`src/rtl/acc_pkg.sv`:
```
// Shared types for the accelerator offload controller.
//   acc_prd_req_t / acc_prd_rsp_t : query/answer pair for the external predecoder
//   acc_state_e                   : offload controller FSM states
package acc_pkg;

    localparam int unsigned InstrWidth   = 32;
    localparam int unsigned RegAddrWidth = 5;
    localparam int unsigned NumRegs      = 32;
    localparam int unsigned MaxNumRs     = 3;

    typedef struct packed {
        logic [InstrWidth-1:0] q_instr_data;
    } acc_prd_req_t;

    typedef struct packed {
        logic                p_accept;
        logic                p_writeback;
        logic [MaxNumRs-1:0] p_use_rs;
    } acc_prd_rsp_t;

    typedef enum logic [1:0] {
        StIdle,
        StPredecode,
        StOperands,
        StOffload
    } acc_state_e;

    // Destination register field of an offloaded instruction.
    function automatic logic [RegAddrWidth-1:0] instr_rd(input logic [InstrWidth-1:0] instr);
        return instr[11:7];
    endfunction

endpackage

```
`src/rtl/acc_offload_ctrl_if.sv`:
```
// Bundle of all handshake/bus signals around the offload controller.
//   core_req_*  : offload request from the core (instr, operands, per-operand valid)
//   core_flush_i: abort of a not-yet-issued offload
//   core_rsp_*  : one-cycle accept/reject decision pulse
//   prd_*       : predecoder query/answer (predecoder lives outside the controller)
//   acc_req_*   : request towards the accelerator
//   acc_rsp_*   : writeback from the accelerator
//   core_wb_*   : writeback forwarded to the core
// The slave modport is the controller's view; master is the environment's view.
interface acc_offload_ctrl_if
    import acc_pkg::*;
#(
    parameter int unsigned DataWidth = 32,
    parameter int unsigned NumRs     = 3
) ();

    logic                             core_req_valid_i;
    logic                             core_req_ready_o;
    logic [InstrWidth-1:0]            core_req_instr_i;
    logic [NumRs-1:0][DataWidth-1:0]  core_req_rs_i;
    logic [NumRs-1:0]                 core_req_rs_valid_i;
    logic                             core_flush_i;
    logic                             core_rsp_valid_o;
    logic                             core_rsp_accept_o;

    acc_prd_req_t                     prd_req_o;
    acc_prd_rsp_t                     prd_rsp_i;

    logic                             acc_req_valid_o;
    logic                             acc_req_ready_i;
    logic [InstrWidth-1:0]            acc_req_instr_o;
    logic [NumRs-1:0][DataWidth-1:0]  acc_req_rs_o;

    logic                             acc_rsp_valid_i;
    logic                             acc_rsp_ready_o;
    logic [RegAddrWidth-1:0]          acc_rsp_rd_i;
    logic [DataWidth-1:0]             acc_rsp_data_i;

    logic                             core_wb_valid_o;
    logic                             core_wb_ready_i;
    logic [RegAddrWidth-1:0]          core_wb_rd_o;
    logic [DataWidth-1:0]             core_wb_data_o;

    modport slave (
        input  core_req_valid_i, core_req_instr_i, core_req_rs_i, core_req_rs_valid_i,
        input  core_flush_i, prd_rsp_i, acc_req_ready_i,
        input  acc_rsp_valid_i, acc_rsp_rd_i, acc_rsp_data_i, core_wb_ready_i,
        output core_req_ready_o, core_rsp_valid_o, core_rsp_accept_o, prd_req_o,
        output acc_req_valid_o, acc_req_instr_o, acc_req_rs_o,
        output acc_rsp_ready_o, core_wb_valid_o, core_wb_rd_o, core_wb_data_o
    );

    modport master (
        output core_req_valid_i, core_req_instr_i, core_req_rs_i, core_req_rs_valid_i,
        output core_flush_i, prd_rsp_i, acc_req_ready_i,
        output acc_rsp_valid_i, acc_rsp_rd_i, acc_rsp_data_i, core_wb_ready_i,
        input  core_req_ready_o, core_rsp_valid_o, core_rsp_accept_o, prd_req_o,
        input  acc_req_valid_o, acc_req_instr_o, acc_req_rs_o,
        input  acc_rsp_ready_o, core_wb_valid_o, core_wb_rd_o, core_wb_data_o
    );

endinterface

```
`src/rtl/acc_scoreboard.sv`:
```
// Busy-register tracker for destination registers of in-flight offloads.
//   clk_i, rst_i           : clock, synchronous active-high reset
//   set_valid_i/set_idx_i  : mark a register busy (wins over a same-cycle clear)
//   clr_valid_i/clr_idx_i  : mark a register free
//   busy_o                 : registered busy vector, bit 0 is always 0
module acc_scoreboard
    import acc_pkg::*;
(
    input  logic                    clk_i,
    input  logic                    rst_i,
    input  logic                    set_valid_i,
    input  logic [RegAddrWidth-1:0] set_idx_i,
    input  logic                    clr_valid_i,
    input  logic [RegAddrWidth-1:0] clr_idx_i,
    output logic [NumRegs-1:0]      busy_o
);

    logic [NumRegs-1:0] busy_q;
    logic [NumRegs-1:0] busy_d;
    logic [NumRegs-1:0] set_mask;
    logic [NumRegs-1:0] clr_mask;

    // Clear first, then set, so a new owner survives a retiring one.
    always_comb begin
        set_mask = '0;
        clr_mask = '0;
        if (set_valid_i) set_mask[set_idx_i] = 1'b1;
        if (clr_valid_i) clr_mask[clr_idx_i] = 1'b1;
        busy_d    = (busy_q & ~clr_mask) | set_mask;
        busy_d[0] = 1'b0;
    end

    always_ff @(posedge clk_i) begin
        if (rst_i) busy_q <= '0;
        else       busy_q <= busy_d;
    end

    assign busy_o = busy_q;

endmodule

```
`src/rtl/acc_offload_ctrl.sv`:
```
// Offload controller between a core and an accelerator: registers the request,
// asks the external predecoder, waits for operands and a free destination
// register, issues to the accelerator and forwards writebacks to the core.
//   clk_i, rst_i : clock, synchronous active-high reset
//   bus          : all handshake signals (see acc_offload_ctrl_if), slave view
module acc_offload_ctrl
    import acc_pkg::*;
#(
    parameter int unsigned DataWidth = 32,
    parameter int unsigned NumRs     = 3
) (
    input  logic              clk_i,
    input  logic              rst_i,
    acc_offload_ctrl_if.slave bus
);

    acc_state_e                      state_q, state_d;
    logic [InstrWidth-1:0]           instr_q, instr_d;
    logic                            wb_q, wb_d;
    logic [NumRs-1:0]                use_rs_q, use_rs_d;
    logic [NumRs-1:0][DataWidth-1:0] rs_q, rs_d;
    logic                            rsp_valid_q, rsp_valid_d;
    logic                            rsp_accept_q, rsp_accept_d;

    logic [NumRegs-1:0]              busy;
    logic [RegAddrWidth-1:0]         rd;
    logic                            operands_ready;
    logic                            rd_hazard;
    logic                            acc_hs;
    logic                            sb_set;
    logic                            sb_clr;

    assign rd             = instr_rd(instr_q);
    assign operands_ready = &(~use_rs_q | bus.core_req_rs_valid_i);
    assign rd_hazard      = wb_q & busy[rd];
    assign acc_hs         = (state_q == StOffload) & bus.acc_req_ready_i;
    assign sb_set         = acc_hs & wb_q & (rd != '0);
    assign sb_clr         = bus.acc_rsp_valid_i & bus.core_wb_ready_i;

    // Next-state and register updates.
    always_comb begin
        state_d      = state_q;
        instr_d      = instr_q;
        wb_d         = wb_q;
        use_rs_d     = use_rs_q;
        rs_d         = rs_q;
        rsp_valid_d  = 1'b0;
        rsp_accept_d = 1'b0;
        unique case (state_q)
            StIdle: begin
                if (bus.core_req_valid_i) begin
                    instr_d = bus.core_req_instr_i;
                    state_d = StPredecode;
                end
            end
            StPredecode: begin
                if (bus.core_flush_i) begin
                    state_d = StIdle;
                end else if (!bus.prd_rsp_i.p_accept) begin
                    rsp_valid_d = 1'b1;
                    state_d     = StIdle;
                end else begin
                    wb_d     = bus.prd_rsp_i.p_writeback;
                    use_rs_d = bus.prd_rsp_i.p_use_rs[NumRs-1:0];
                    state_d  = StOperands;
                end
            end
            StOperands: begin
                if (bus.core_flush_i) begin
                    state_d = StIdle;
                end else if (operands_ready && !rd_hazard) begin
                    // Unused operand slots go out as zero.
                    for (int unsigned i = 0; i < NumRs; i++) begin
                        rs_d[i] = use_rs_q[i] ? bus.core_req_rs_i[i] : '0;
                    end
                    state_d = StOffload;
                end
            end
            StOffload: begin
                // Flush is ignored here: a raised valid is never retracted.
                if (bus.acc_req_ready_i) begin
                    rsp_valid_d  = 1'b1;
                    rsp_accept_d = 1'b1;
                    state_d      = StIdle;
                end
            end
            default: state_d = StIdle;
        endcase
    end

    always_ff @(posedge clk_i) begin
        if (rst_i) begin
            state_q      <= StIdle;
            instr_q      <= '0;
            wb_q         <= 1'b0;
            use_rs_q     <= '0;
            rs_q         <= '0;
            rsp_valid_q  <= 1'b0;
            rsp_accept_q <= 1'b0;
        end else begin
            state_q      <= state_d;
            instr_q      <= instr_d;
            wb_q         <= wb_d;
            use_rs_q     <= use_rs_d;
            rs_q         <= rs_d;
            rsp_valid_q  <= rsp_valid_d;
            rsp_accept_q <= rsp_accept_d;
        end
    end

    acc_scoreboard u_scoreboard (
        .clk_i       (clk_i),
        .rst_i       (rst_i),
        .set_valid_i (sb_set),
        .set_idx_i   (rd),
        .clr_valid_i (sb_clr),
        .clr_idx_i   (bus.acc_rsp_rd_i),
        .busy_o      (busy)
    );

    assign bus.core_req_ready_o       = (state_q == StIdle);
    assign bus.core_rsp_valid_o       = rsp_valid_q;
    assign bus.core_rsp_accept_o      = rsp_accept_q;
    assign bus.prd_req_o.q_instr_data = instr_q;
    assign bus.acc_req_valid_o        = (state_q == StOffload);
    assign bus.acc_req_instr_o        = instr_q;
    assign bus.acc_req_rs_o           = rs_q;

    // Writeback path is a pure pass-through.
    assign bus.core_wb_valid_o        = bus.acc_rsp_valid_i;
    assign bus.acc_rsp_ready_o        = bus.core_wb_ready_i;
    assign bus.core_wb_rd_o           = bus.acc_rsp_rd_i;
    assign bus.core_wb_data_o         = bus.acc_rsp_data_i;

endmodule

```
`src/flat_wrapper.sv`:
```
// flat-port wrapper written by rule: the top's interface ports become plain ports
module acc_offload_ctrl_flat import acc_pkg::*;
#(
    parameter int unsigned DataWidth = 32,
    parameter int unsigned NumRs     = 3
)
  (clk_i, rst_i, bus_core_req_valid_i, bus_core_req_instr_i, bus_core_req_rs_i, bus_core_req_rs_valid_i, bus_core_flush_i, bus_prd_rsp_i, bus_acc_req_ready_i, bus_acc_rsp_valid_i, bus_acc_rsp_rd_i, bus_acc_rsp_data_i, bus_core_wb_ready_i, bus_core_req_ready_o, bus_core_rsp_valid_o, bus_core_rsp_accept_o, bus_prd_req_o, bus_acc_req_valid_o, bus_acc_req_instr_o, bus_acc_req_rs_o, bus_acc_rsp_ready_o, bus_core_wb_valid_o, bus_core_wb_rd_o, bus_core_wb_data_o);
  acc_offload_ctrl_if #(.DataWidth(DataWidth), .NumRs(NumRs)) bus_i ();
  input  logic clk_i;
  input  logic rst_i;
  input wire logic [$bits(bus_i.core_req_valid_i)-1:0] bus_core_req_valid_i;
  input wire logic [$bits(bus_i.core_req_instr_i)-1:0] bus_core_req_instr_i;
  input wire logic [$bits(bus_i.core_req_rs_i)-1:0] bus_core_req_rs_i;
  input wire logic [$bits(bus_i.core_req_rs_valid_i)-1:0] bus_core_req_rs_valid_i;
  input wire logic [$bits(bus_i.core_flush_i)-1:0] bus_core_flush_i;
  input wire logic [$bits(bus_i.prd_rsp_i)-1:0] bus_prd_rsp_i;
  input wire logic [$bits(bus_i.acc_req_ready_i)-1:0] bus_acc_req_ready_i;
  input wire logic [$bits(bus_i.acc_rsp_valid_i)-1:0] bus_acc_rsp_valid_i;
  input wire logic [$bits(bus_i.acc_rsp_rd_i)-1:0] bus_acc_rsp_rd_i;
  input wire logic [$bits(bus_i.acc_rsp_data_i)-1:0] bus_acc_rsp_data_i;
  input wire logic [$bits(bus_i.core_wb_ready_i)-1:0] bus_core_wb_ready_i;
  output wire logic [$bits(bus_i.core_req_ready_o)-1:0] bus_core_req_ready_o;
  output wire logic [$bits(bus_i.core_rsp_valid_o)-1:0] bus_core_rsp_valid_o;
  output wire logic [$bits(bus_i.core_rsp_accept_o)-1:0] bus_core_rsp_accept_o;
  output wire logic [$bits(bus_i.prd_req_o)-1:0] bus_prd_req_o;
  output wire logic [$bits(bus_i.acc_req_valid_o)-1:0] bus_acc_req_valid_o;
  output wire logic [$bits(bus_i.acc_req_instr_o)-1:0] bus_acc_req_instr_o;
  output wire logic [$bits(bus_i.acc_req_rs_o)-1:0] bus_acc_req_rs_o;
  output wire logic [$bits(bus_i.acc_rsp_ready_o)-1:0] bus_acc_rsp_ready_o;
  output wire logic [$bits(bus_i.core_wb_valid_o)-1:0] bus_core_wb_valid_o;
  output wire logic [$bits(bus_i.core_wb_rd_o)-1:0] bus_core_wb_rd_o;
  output wire logic [$bits(bus_i.core_wb_data_o)-1:0] bus_core_wb_data_o;
  assign bus_i.core_req_valid_i = bus_core_req_valid_i;
  assign bus_i.core_req_instr_i = bus_core_req_instr_i;
  assign bus_i.core_req_rs_i = bus_core_req_rs_i;
  assign bus_i.core_req_rs_valid_i = bus_core_req_rs_valid_i;
  assign bus_i.core_flush_i = bus_core_flush_i;
  assign bus_i.prd_rsp_i = bus_prd_rsp_i;
  assign bus_i.acc_req_ready_i = bus_acc_req_ready_i;
  assign bus_i.acc_rsp_valid_i = bus_acc_rsp_valid_i;
  assign bus_i.acc_rsp_rd_i = bus_acc_rsp_rd_i;
  assign bus_i.acc_rsp_data_i = bus_acc_rsp_data_i;
  assign bus_i.core_wb_ready_i = bus_core_wb_ready_i;
  assign bus_core_req_ready_o = bus_i.core_req_ready_o;
  assign bus_core_rsp_valid_o = bus_i.core_rsp_valid_o;
  assign bus_core_rsp_accept_o = bus_i.core_rsp_accept_o;
  assign bus_prd_req_o = bus_i.prd_req_o;
  assign bus_acc_req_valid_o = bus_i.acc_req_valid_o;
  assign bus_acc_req_instr_o = bus_i.acc_req_instr_o;
  assign bus_acc_req_rs_o = bus_i.acc_req_rs_o;
  assign bus_acc_rsp_ready_o = bus_i.acc_rsp_ready_o;
  assign bus_core_wb_valid_o = bus_i.core_wb_valid_o;
  assign bus_core_wb_rd_o = bus_i.core_wb_rd_o;
  assign bus_core_wb_data_o = bus_i.core_wb_data_o;
  acc_offload_ctrl #(.DataWidth(DataWidth), .NumRs(NumRs)) u_core (.clk_i(clk_i), .rst_i(rst_i), .bus(bus_i));
endmodule
```
`config.mk`:
```
export PLATFORM = sky130hd
export DESIGN_NAME = acc_offload_ctrl_flat
export DESIGN_NICKNAME = d
export VERILOG_FILES = /design/src/rtl/acc_pkg.sv /design/src/rtl/acc_offload_ctrl_if.sv /design/src/rtl/acc_scoreboard.sv /design/src/rtl/acc_offload_ctrl.sv /design/src/flat_wrapper.sv
export SDC_FILE = /design/constraint.sdc
export NUM_CORES = 1
export LEC_CHECK = 0
export CAP_MARGIN = 10
export CORE_ASPECT_RATIO = 0.6
export CORE_MARGIN = 3
export CORE_UTILIZATION = 28
export DETAILED_ROUTE_END_ITERATION = 8
export DONT_BUFFER_PORTS = 1
export PLACE_DENSITY = 0.4
export SETUP_SLACK_MARGIN = 0.02
export SLEW_MARGIN = 30
export SYNTH_ARGS = -nofsm -noshare
export SYNTH_HDL_FRONTEND = slang
export SYNTH_SLANG_ARGS = --single-unit
```
`constraint.sdc`:
```
create_clock -name clk_i -period 2.58 [get_ports clk_i]
set_clock_uncertainty 0.1 [all_clocks]
set_input_delay 0.774 -clock clk_i [delete_from_list [all_inputs] [get_ports clk_i]]
set_output_delay 0.774 -clock clk_i [all_outputs]
set_load 0.02 [all_outputs]
```
==> reports/metrics.cfg, run 1 <==
[placement]
dp_slack_ns=-0.121
dp_hpwl_um=16300
gp_congestion=0.702
dp_cells=1225
port_buffers=0
post_dp_cell_area_sq_um=7700

[routing]
first_iter_violations=458
wl_per_cell_um=20.0
first_pass_iters=5
ant_nets=0
drc=0
routed_wl_um=25400
avgViaCountPerCell=5.17
vias=6572

[critical_path]
crit_path_cell_trace=mux4_2, a22o_1, a221oi_4, nand4_1, buf_6, buf_16, a21o_1, a21oi_1
r2r-end=u_core.bus.acc_req_rs_o[81]
cp_slowest_cell=mux4_2
timing.rr.start=u_core.bus.acc_req_instr_o[7]
cp_slowest_stage_delay_ns=0.49
critPathMaxFanout=14
rr_worst_depth=8
path_class=flip-flop to flip-flop
critPathCaptureType=flip-flop
r2r_setup_slack_ns=0.05
crit_path_start_kind=flip-flop
required_ns=2.85
cp.arrival_ns=2.80

[timing]
max_slew_margin=0.594
holdWs_ns=0.306
grt_setup_unrepaired=yes
worst_slack_ns=0.0450
fin_crit_sh=0.983
finalMaxSlewViolations=0
setup-violations-final=0
fmax_ghz=0.394
worstMarginPinSlew_ns=0.607
final-hold-violation-count=0
finalSetupTns_ns=0
post-route-min-period_ns=2.53

[clock_network]
clk_latency_ns=0.44
cts_buffers=17
cts_max_level=4
clock-sinks=167
cts_hold_buf=0
cts-root-buf=clkbuf_16
path_clk_slew_ns=0.07
cts_buffer_depth=2
cts_tree=yes

[min_path]
hold_end=u_core.bus.acc_req_rs_o[44]
holdCritStartpoint=rst_i
min_path_cells=1
hp-class=input pin to flip-flop

[yosys]
syn_area_per_cell_sq_um=7.90
synth_warnings=0
ys_types=39
synthFlopType=dfxtp_1
ys_seq_elements=167
synth_fp_nets=1168
syn_area_sq_um=7810
synth_cells=988
synthArstFlopShare=0
synth-edff-count=0
seq_area_frac_synth=0.428

[final_layout]
instances_no_fill=1270
final_common_cell=nand2_1
final_nets=1077
drive_gt1_frac=0.141
nFillCells=2889
post-route-util=0.323
area_growth_pct=11.5
multi_input_area_sq_um=3650
n_antenna_cell=0
seq_area_sq_um=3350
final_cell_mix=nand2_1 (198), dfxtp_1 (162), a21oi_1 (136), nand3_1 (90), a21o_1 (87)
postLayoutCellArea_sq_um=8700

[floorplan]
rows=46
core_sq_um=26900
io_pins=383
die_h_um=135
dieArea_sq_um=30000
start_util=0.290
die_x_um=222

[grt]
overflow=0
antenna_found_initial=0
grt_pass1_vias=5846
grt_pass1_wl_um=36100
grt_usage=0.154
grt_max_degree=160

[pwr]
p_total_mw=5.60
ir_worst_vdd_v=0.000310
power_leakage_nw=2.77
powerDensity_nw_per_um2=643

[run_status]
status=completed

[job]
max_cap_violations=0

## how the worst max path moves through the flow
stage	cells after the start	slack (ns)	end	startpoint
floorplan	8	0.05	u_core.bus.acc_req_rs_o[75]	u_core.bus.acc_req_instr_o[7]
global placement	8	-0.09	u_core.bus.acc_req_rs_o[28]	u_core.bus.acc_req_instr_o[7]
detailed placement	8	-0.12	u_core.bus.acc_req_rs_o[74]	u_core.bus.acc_req_instr_o[7]
CTS	8	0.05	u_core.bus.acc_req_rs_o[24]	u_core.bus.acc_req_instr_o[7]
global route	8	-0.04	u_core.bus.acc_req_rs_o[81]	u_core.bus.acc_req_instr_o[7]
finish	8	0.05	u_core.bus.acc_req_rs_o[81]	u_core.bus.acc_req_instr_o[7]
## registers in the layout, indices dropped and copies added, names as in the netlist
name and flops:
u_core.u_scoreboard.busy_o 31, u_core.bus.acc_req_rs_o 96, u_core.bus.core_rsp_accept_o 1, u_core.bus.core_rsp_valid_o 1
u_core.use_rs_q 3, u_core.wb_q 1, u_core.state_q 2, u_core.bus.acc_req_instr_o 32
## cell usage after synthesis, types with 2 or more instances
cell      instances  area [sq um]
nor3_1            5          25.0
or3b_1            2          17.5
inv_1             2          7.51
a21o_1           87           653
mux2_2            3          33.8
inv_2             3          11.3
buf_1            10          37.5
buf_2             7          35.0
clkbuf_1         63           236
a41o_1           10           100
nor2_1           17          63.8
mux2i_1           6          60.1
nand4_1           2          12.5
mux4_2            4          90.1
and3_1            3          18.8
buf_4            72           541
or3_1             2          12.5
a21oi_1         165           826
buf_6             8          90.1
nor3b_1           7          52.6
dfxtp_1         167          3340
and2_1            2          12.5
o21ai_0          31           155
nor4_1            3          18.8
and3b_1           2          17.5
nand3_1          91           455
nand2b_1          2          12.5
nand3b_1          4          30.0
nand2_1         198           743
## report_power, final
| group | internal [mW] | switching [mW] |
|---|---|---|
| logic | 0.0956 | 0.156 |
| registers | 2.61 | 0.114 |
| clock network | 1.51 | 1.11 |
| total | 4.22 | 1.38 |
## per-layer routing
metal | vias to the layer above | routed length, um | GRT usage
li1 | 3147 | - | -
met1 | 3178 | 12100 | 0.215
met2 | 227 | 11100 | 0.219
met3 | 20 | 1870 | 0.0634
met4 | 0 | 272 | 0.0426
met5 | - | 0 | 0
## area by class of cell
type | instances | area share
repair buffers | 50 | 0.0732
clock inverters | 10 | 0.0138
clock buffers | 22 | 0.0545
flip-flops and latches | 167 | 0.385
inverters | 5 | 0.00216
well taps | 360 | 0.0517
multi-input cells | 656 | 0.420
## critical path: cells and delay by family, from the launching register on
family / cells / cell delay [ns]
multiplexers: 1 / 0.49
AND/OR/NAND/NOR: 1 / 0.23
buffers and inverters: 2 / 0.41
AO/OA/AOI/OAI: 4 / 0.83
flip-flops: 1 / 0.39
## cells by family (layout without fill, tap and decap cells)
group / Yosys count / count (layout) / synth area share
DFF: 167 / 167 / 0.428
muxes: 13 / 13 / 0.0236
buffers and inverters: 165 / 87 / 0.123
AOI/OAI and AO/OA: 300 / 300 / 0.231
and+or+nand+nor: 343 / 343 / 0.195
## repair_timing
action | CTS | global route
gates cloned | 0 | 8
buffers inserted | 0 | 5
endpoints found under the setup margin | 94 | 86
gates resized for setup | 4 | 44
pin swaps | 1 | 26
(Power assumes the default switching activity.)
==> inputs of run 2 (changes only) <==
Settings changed: TNS_END_PERCENT set to 10.
==> run 2 against run 1 <==
  * Final area fell by 1.5%
  * Combinational power about the same
  * First-iteration DRC count is 8.5% lower
  * Total power is 0.18% lower
  * Sequential cell count stayed put
  * Critical path type unchanged
  * Critical endpoint unchanged
  * Largest cell class unchanged
  * Largest power group unchanged
  * Highest routed layer unchanged
==> reports/metrics.cfg, run 2 (synthesized netlist as in run 1, its figures left out) <==
[routing]
ant_nets=0  ; unchanged
first_pass_iters=5  ; unchanged
first_iter_violations=419  ; was 458
routed_wl_um=25000  ; was 25400 um
drc=0  ; unchanged
wl_per_cell_um=19.7  ; was 20.0 um
vias=6506  ; was 6572
avgViaCountPerCell=5.13  ; was 5.17

[placement]
dp_hpwl_um=16300  ; unchanged
gp_congestion=0.702  ; unchanged
dp_cells=1225  ; unchanged
port_buffers=0  ; unchanged

[critical_path]
cp.buffers_inverters=2  ; unchanged
required_ns=2.85  ; about the same
path_class=flip-flop to flip-flop  ; unchanged
crit_path_cell_trace=mux4_2, a22o_1, a221oi_4, nand4_1, buf_6, buf_16, a21o_1, a21oi_1  ; unchanged
critPathMaxFanout=14  ; unchanged
cp_slowest_cell=mux4_2  ; unchanged
critPathCaptureType=flip-flop  ; unchanged
cp_slowest_stage_delay_ns=0.49  ; about the same
crit_path_start_kind=flip-flop  ; unchanged
critPathTopFamily=compound AO/OA/AOI/OAI gates  ; unchanged
cp.arrival_ns=2.80  ; about the same

[floorplan]
rows=46  ; unchanged
die_x_um=222  ; unchanged
dieArea_sq_um=30000  ; unchanged
core_sq_um=26900  ; unchanged
die_h_um=135  ; unchanged
io_pins=383  ; unchanged
start_util=0.290  ; unchanged

[final_layout]
instances_no_fill=1268  ; was 1270
nFillCells=2892  ; was 2889
drive_gt1_frac=0.116  ; was 0.141
final_nets=1075  ; was 1077
final_cell_mix=nand2_1 (198), dfxtp_1 (162), a21oi_1 (157), nand3_1 (90), a21o_1 (87)  ; was nand2_1 (198), dfxtp_1 (162), a21oi_1 (136), nand3_1 (90), a21o_1 (87)
largest_reg_flops=96  ; unchanged
n_antenna_cell=0  ; unchanged
final_common_cell=nand2_1  ; unchanged
area_growth_pct=9.76  ; was 11.5%

[pwr]
seqPwrFrac=0.488  ; was 0.487
pwr-share-clk=0.467  ; was 0.468
swShare=0.246  ; was 0.247
p_int_mw=4.22  ; about the same
power_leakage_nw=2.74  ; was 2.77 nW
p_total_mw=5.59  ; was 5.60 mW
p_sw_mw=1.37  ; was 1.38 mW
p_comb_frac=0.045  ; about the same
powerDensity_nw_per_um2=652  ; was 643 nW/um^2
ir_worst_vdd_v=0.000308  ; was 0.000310 V

[timing]
fmax_ghz=0.395  ; was 0.394 GHz
worstMarginPinSlew_ns=0.604  ; was 0.607 ns
finalMaxSlewViolations=0  ; unchanged
grt_setup_unrepaired=yes  ; unchanged
final-hold-violation-count=0  ; unchanged
post-route-min-period_ns=2.53  ; about the same
fin_crit_sh=0.982  ; was 0.983
finalSetupTns_ns=0  ; unchanged
setup-violations-final=0  ; unchanged
max_slew_margin=0.596  ; was 0.594

[grt]
grt_usage=0.154  ; unchanged
grt_pass1_wl_um=36100  ; unchanged
grt_pass1_vias=5846  ; unchanged
grt_max_degree=160  ; unchanged
antenna_found_initial=0  ; unchanged
overflow=0  ; unchanged

[clock_network]
cts_buffers=17  ; unchanged
path_clk_slew_ns=0.07  ; about the same
clock-sinks=167  ; unchanged
cts_buffer_depth=2  ; unchanged
cts_tree=yes  ; unchanged
cts-root-buf=clkbuf_16  ; unchanged
cts_max_level=4  ; unchanged
clk_latency_ns=0.44  ; about the same

[run_status]
status=completed  ; unchanged

[min_path]
hp-class=input pin to flip-flop  ; unchanged

[job]
max_cap_violations=0  ; unchanged

-- run 2: changes by cell type in the layout (fill, tap and decap cells not counted), sizes merged --
cell / change
clkbuf: -2
-- run 2: worst paths after layout --
path                                   endpoint                          start  cells after the start  slack (ns)
hold reg to reg   u_core.u_scoreboard.busy_o[9]  u_core.u_scoreboard.busy_o[9]                      2        0.37
hold / removal      u_core.bus.acc_req_rs_o[52]                          rst_i                      1        0.32
setup / recovery    u_core.bus.acc_req_rs_o[81]  u_core.bus.acc_req_instr_o[7]                      8        0.05
setup reg to reg    u_core.bus.acc_req_rs_o[81]  u_core.bus.acc_req_instr_o[7]                      8        0.05
-- run 2: power groups by stage --
stage / clock network (mW) / logic, mW / registers (mW)
global route: 2.81 / 0.276 / 2.73
floorplan: 0 / 0.361 / 2.74
CTS: 2.71 / 0.238 / 2.73
global placement: 0 / 0.237 / 2.79
detailed placement: 0 / 0.236 / 2.79
finish: 2.61 / 0.249 / 2.73
-- run 2: area by class of cell --
class                   instances  area, sq um  area share
clock buffers                  22          474      0.0553
clock inverters                10          120      0.0140
inverters                       5         18.8     0.00219
multi-input cells             656         3570       0.417
flip-flops and latches        167         3350       0.391
well taps                     360          450      0.0526
repair buffers                 48          582      0.0679
-- run 2: timing repair --
action	in CTS	in global routing
gates resized for setup	4	22
hold buffers	0	0
buffers inserted	0	5
gates cloned	0	6
endpoints found under the setup margin	94	86
pin swaps	1	9
-- run 2: per-stage QoR --
stage	utilization	hold slack [ns]	setup WS [ns]	cell area, sq um
final	0.318	0.321	0.0455	8570
after CTS	0.309	0.272	0.0518	8320
after floorplan	-	0.350	0.0472	7810
after global placement	0.286	0.359	-0.0932	7700
after global routing	0.318	0.280	-0.0428	8570
after detailed placement	0.286	0.360	-0.121	7700
-- run 2: layer usage --
layer,part of all wire,vias to the layer above,GRT usage
met4,0.010,0,0.0426
li1,-,3134,-
met5,0,-,0
met1,0.47,3131,0.215
met2,0.44,222,0.219
met3,0.078,19,0.0634
